===== src/rtl/check_1111_pkg.sv =====
// Shared types for the 1111 serial pattern detector.
// State encoding and the detected run length.
package check_1111_pkg;

    typedef enum logic [2:0] {
        S0,
        S1,
        S2,
        S3,
        S4
    } state_t;

    // The FSM below is hard-wired to this length.
    localparam int RUN_LEN = 4;

endpackage


===== src/rtl/check_1111.sv =====
// Moore detector: z is high while the last four sampled bits are 1.
// Overlapping runs keep z high; any 0 returns to S0.
module check_1111
    import check_1111_pkg::*;
(
    input  logic clk,
    input  logic rst,
    input  logic x,
    output logic z
);

    state_t state;
    state_t state_nxt;

    always_ff @(posedge clk) begin
        if (rst) begin
            state <= S0;
        end else begin
            state <= state_nxt;
        end
    end

    // Illegal encodings fall through to S0 via the default.
    always_comb begin
        state_nxt = S0;
        unique case (state)
            S0: state_nxt = x ? S1 : S0;
            S1: state_nxt = x ? S2 : S0;
            S2: state_nxt = x ? S3 : S0;
            S3: state_nxt = x ? S4 : S0;
            S4: state_nxt = x ? S4 : S0;
            default: state_nxt = S0;
        endcase
    end

    assign z = (state == S4);

endmodule


===== config.mk =====
export PLATFORM = sky130hd
export DESIGN_NAME = check_1111
export DESIGN_NICKNAME = d
export VERILOG_FILES = /design/src/rtl/check_1111_pkg.sv /design/src/rtl/check_1111.sv
export SDC_FILE = /design/constraint.sdc
export NUM_CORES = 1
export LEC_CHECK = 0
export BUFFER_PORTS_ARGS = -buffer_cell sky130_fd_sc_hd__clkbuf_2
export CELL_PAD_IN_SITES_DETAIL_PLACEMENT = 1
export CELL_PAD_IN_SITES_GLOBAL_PLACEMENT = 1
export CORE_AREA = 2 2 39 41
export DETAILED_ROUTE_END_ITERATION = 10
export DIE_AREA = 0 0 41 43
export PLACE_DENSITY = 0.3
export SLEW_MARGIN = 20
export SYNTH_ARGS = -nofsm -noshare
export SYNTH_HDL_FRONTEND = slang
export SYNTH_SLANG_ARGS = --single-unit

===== constraint.sdc =====
create_clock -name clk -period 1.3 [get_ports clk]
set_clock_uncertainty 0.05 [all_clocks]
set_input_delay 0.13 -clock clk [delete_from_list [all_inputs] [get_ports clk]]
set_output_delay 0.13 -clock clk [all_outputs]
set_load 0.005 [all_outputs]

==> results.toml <==
[run_status]
outcome = "finished clean"

[clocking]
clock_path_buffers = 2
cts_max_level = 1
hold_buffers = 0
cts_root_buf = "clkbuf_4"
cts_resized = 0
tritoncts = "done"
clkLatencyLatePin_ns = 0.23
numCtsBuffers = 3
cts_setup_buffers = 0
cts_sinks = 3
clk_pin_slew_ns = 0.04

[power]
seqPwrFrac = 0.366
p_int_uw = 216.9
clkPwrFrac = 0.595
p_sw_uw = 54.45
leakagePower_nw = 0.09340
peakVddDrop_mv = 0.4544
pwr-share-comb = 0.039
p_sw_frac = 0.2007
pwr_density_cell_mw_per_mm2 = 1485

[timing]
maxSlewViolCount = 0
finalHoldViolCount = 0
post-route-period-util = 0.8665
tns_ns = 0
period_needed_ns = 1.126
worst_pin_slew_ns = 0.1879
relSlewSlack = 0.8742
setup_viol = 0
layout_setup_ws_ns = 0.1735
rsz0062_at_grt = "no"
fmax_mhz = 887.7

[grt]
grt_pass1_wl_um = 414
grt_pass1_vias = 100
grt_remaining_overflow = 0
grt_max_degree = 5
antenna_found_initial = 0
grt_use_total = 0.04309

[worst_setup_path]
crit_type = "flop to output port"
cp.depth = 2
cpLargestDelayFamily = "flip-flops"
cp-startpoint = "state[0]"
critPathCaptureType = "output port"
arrival_ns = 0.95
cpPeakStageDelay_ns = 0.34
path_buf_inv = 1
path_max_fanout = 4
required_ns = 1.12
timing.rr.start = "state[2]"
crit_chain = "nor3b_2 -> clkbuf_2"
reg2reg_depth = 2
worst_path_max_delay_cell = "dfxtp_1"
cp-start-kind = "flop"

[yosys]
synth_compound_area_frac = 0.08247
syn_avg_cell_area_um2 = 11.03
synth_xor_area_frac = 0.07216
synth_top_area_cell = "dfxtp_1"
synth_cell_types = 8
synth_seq_area_share = 0.4948
synth-simple-area-share = 0.3196
yosys-top-cells-area = "dfxtp_1, nor3b_2, and3b_2, o211a_1, or3b_1"
synth_top_family_by_area = "simple AND/OR/NAND/NOR gates"
syn_area_um2 = 121.4
synthCells = 11
synth_top_area_share = 0.4948
syn_nets = 14
synthMuxAreaShare = 0
ys_ff_latch = 3
synthAdderAreaFrac = 0
yosys_warnings = 0

[die]
rows = 14
die_w_um = 41
start_util = 0.08770
io_pins = 4
core_mm2 = 0.001384
die-area_mm2 = 0.001763
die_h_um = 43

[detailed_routing]
drt-met1-wl_um = 131
wire_per_inst_um = 7.500
drc = 0
met3WireLength_um = 50
drt-total-wl_um = 255
drt_iter0_markers = 4
top_layer = "met3"
vias_per_cell = 2.912
first_pass_iters = 2
ant_nets = 0
via_count = 99
met2_length_um = 72

[hold_path]
hold_path_depth = 2
hold_class = "primary input to flop"
hold_start = "x"

[cells_and_area]
synthToLayoutAreaGrowth_pct = 50.52
regMostFlops = "state"
nets = 22
reg_top3 = "state: 3 flops"
drive_gt1_frac = 0.4444
num_antenna_cells = 0
largest_reg_flops = 3

[placement]
gp_congestion = 0.5750
post-place-ws_ns = 0.3636
io_buffers = 3

[flow_run]
drv_cap = 0
[metal layers]
metal  track usage  vias up
met5             0        -
li1              -       51
met1       0.04473       42
met4       0.04000        0
met3       0.06806        0
met2       0.03125        6
[worst reg2reg max path: cells and delay by family, from the launching register on]
| family | cells | cell delay [ns] |
|---|---|---|
| flops | 1 | 0.30 |
| simple gates | 2 | 0.52 |
[synth_stat cells]
cell type / count
inv_1: 1
nor3b_2: 1
xnor2_1: 1
nor2_1: 2
o211a_1: 1
or3b_1: 1
dfxtp_1: 3
and3b_2: 1
[cells in the final DEF, fill, tap and decap left out]
cell / count
clkbuf_2: 3
clkbuf_4: 3
nor3b_2: 1
and3b_2: 1
xnor2_1: 1
clkbuf_1: 1
o211a_1: 1
nor2_1: 2
or3b_1: 1
inv_1: 1
dfxtp_1: 3
[power by group through the flow]
stage	clock network (mW)	logic, mW	registers [mW]
after CTS	0.172	0.0107	0.0993
after global routing	0.187	0.0113	0.100
after detailed placement	0	0.0106	0.101
final	0.161	0.0106	0.0993
after floorplan	0	0.00612	0.0999
after global placement	0	0.0103	0.101
[path summary, 6_finish.rpt]
kind / end / slack [ns]
worst max-delay path: z / 0.17
worst min-delay path: state[2] / 0.09
worst max register to register: state[1] / 0.35
worst min register to register: state[0] / 0.44
[per-stage QoR]
stage | util | cell area (um^2) | total power [mW] | cells | hold slack (ns)
2_1_floorplan | - | 121.4 | 0.1060 | 11 | 0.2280
3_3_place_gp | 0.1130 | 156.4 | 0.1109 | 30 | 0.3345
3_5_place_dp | 0.1130 | 156.4 | 0.1113 | 30 | 0.3344
4_1_cts | 0.1320 | 182.7 | 0.2817 | 34 | 0.08310
5_1_grt | 0.1320 | 182.7 | 0.2987 | 34 | 0.08198
6_report | 0.1320 | 182.7 | 0.2714 | 34 | 0.09334
[cell families after synthesis]
kind of cell           Yosys count
XOR/XNOR                         1
AND/OR/NAND/NOR                  5
buffers and inverters            1
AO/OA/AOI/OAI                    1
flip-flops                       3
[final cells by class]
cell class / instances / area, um^2
Inverter: 1 / 3.754
Tap cell: 16 / 20.02
Clock buffer: 4 / 26.28
Sequential cell: 3 / 60.06
Fill cell: 163 / 1201
Timing Repair Buffer: 3 / 15.01
Multi-Input combinational cell: 7 / 57.56
Note: power is estimated with default switching activity, not from simulation.
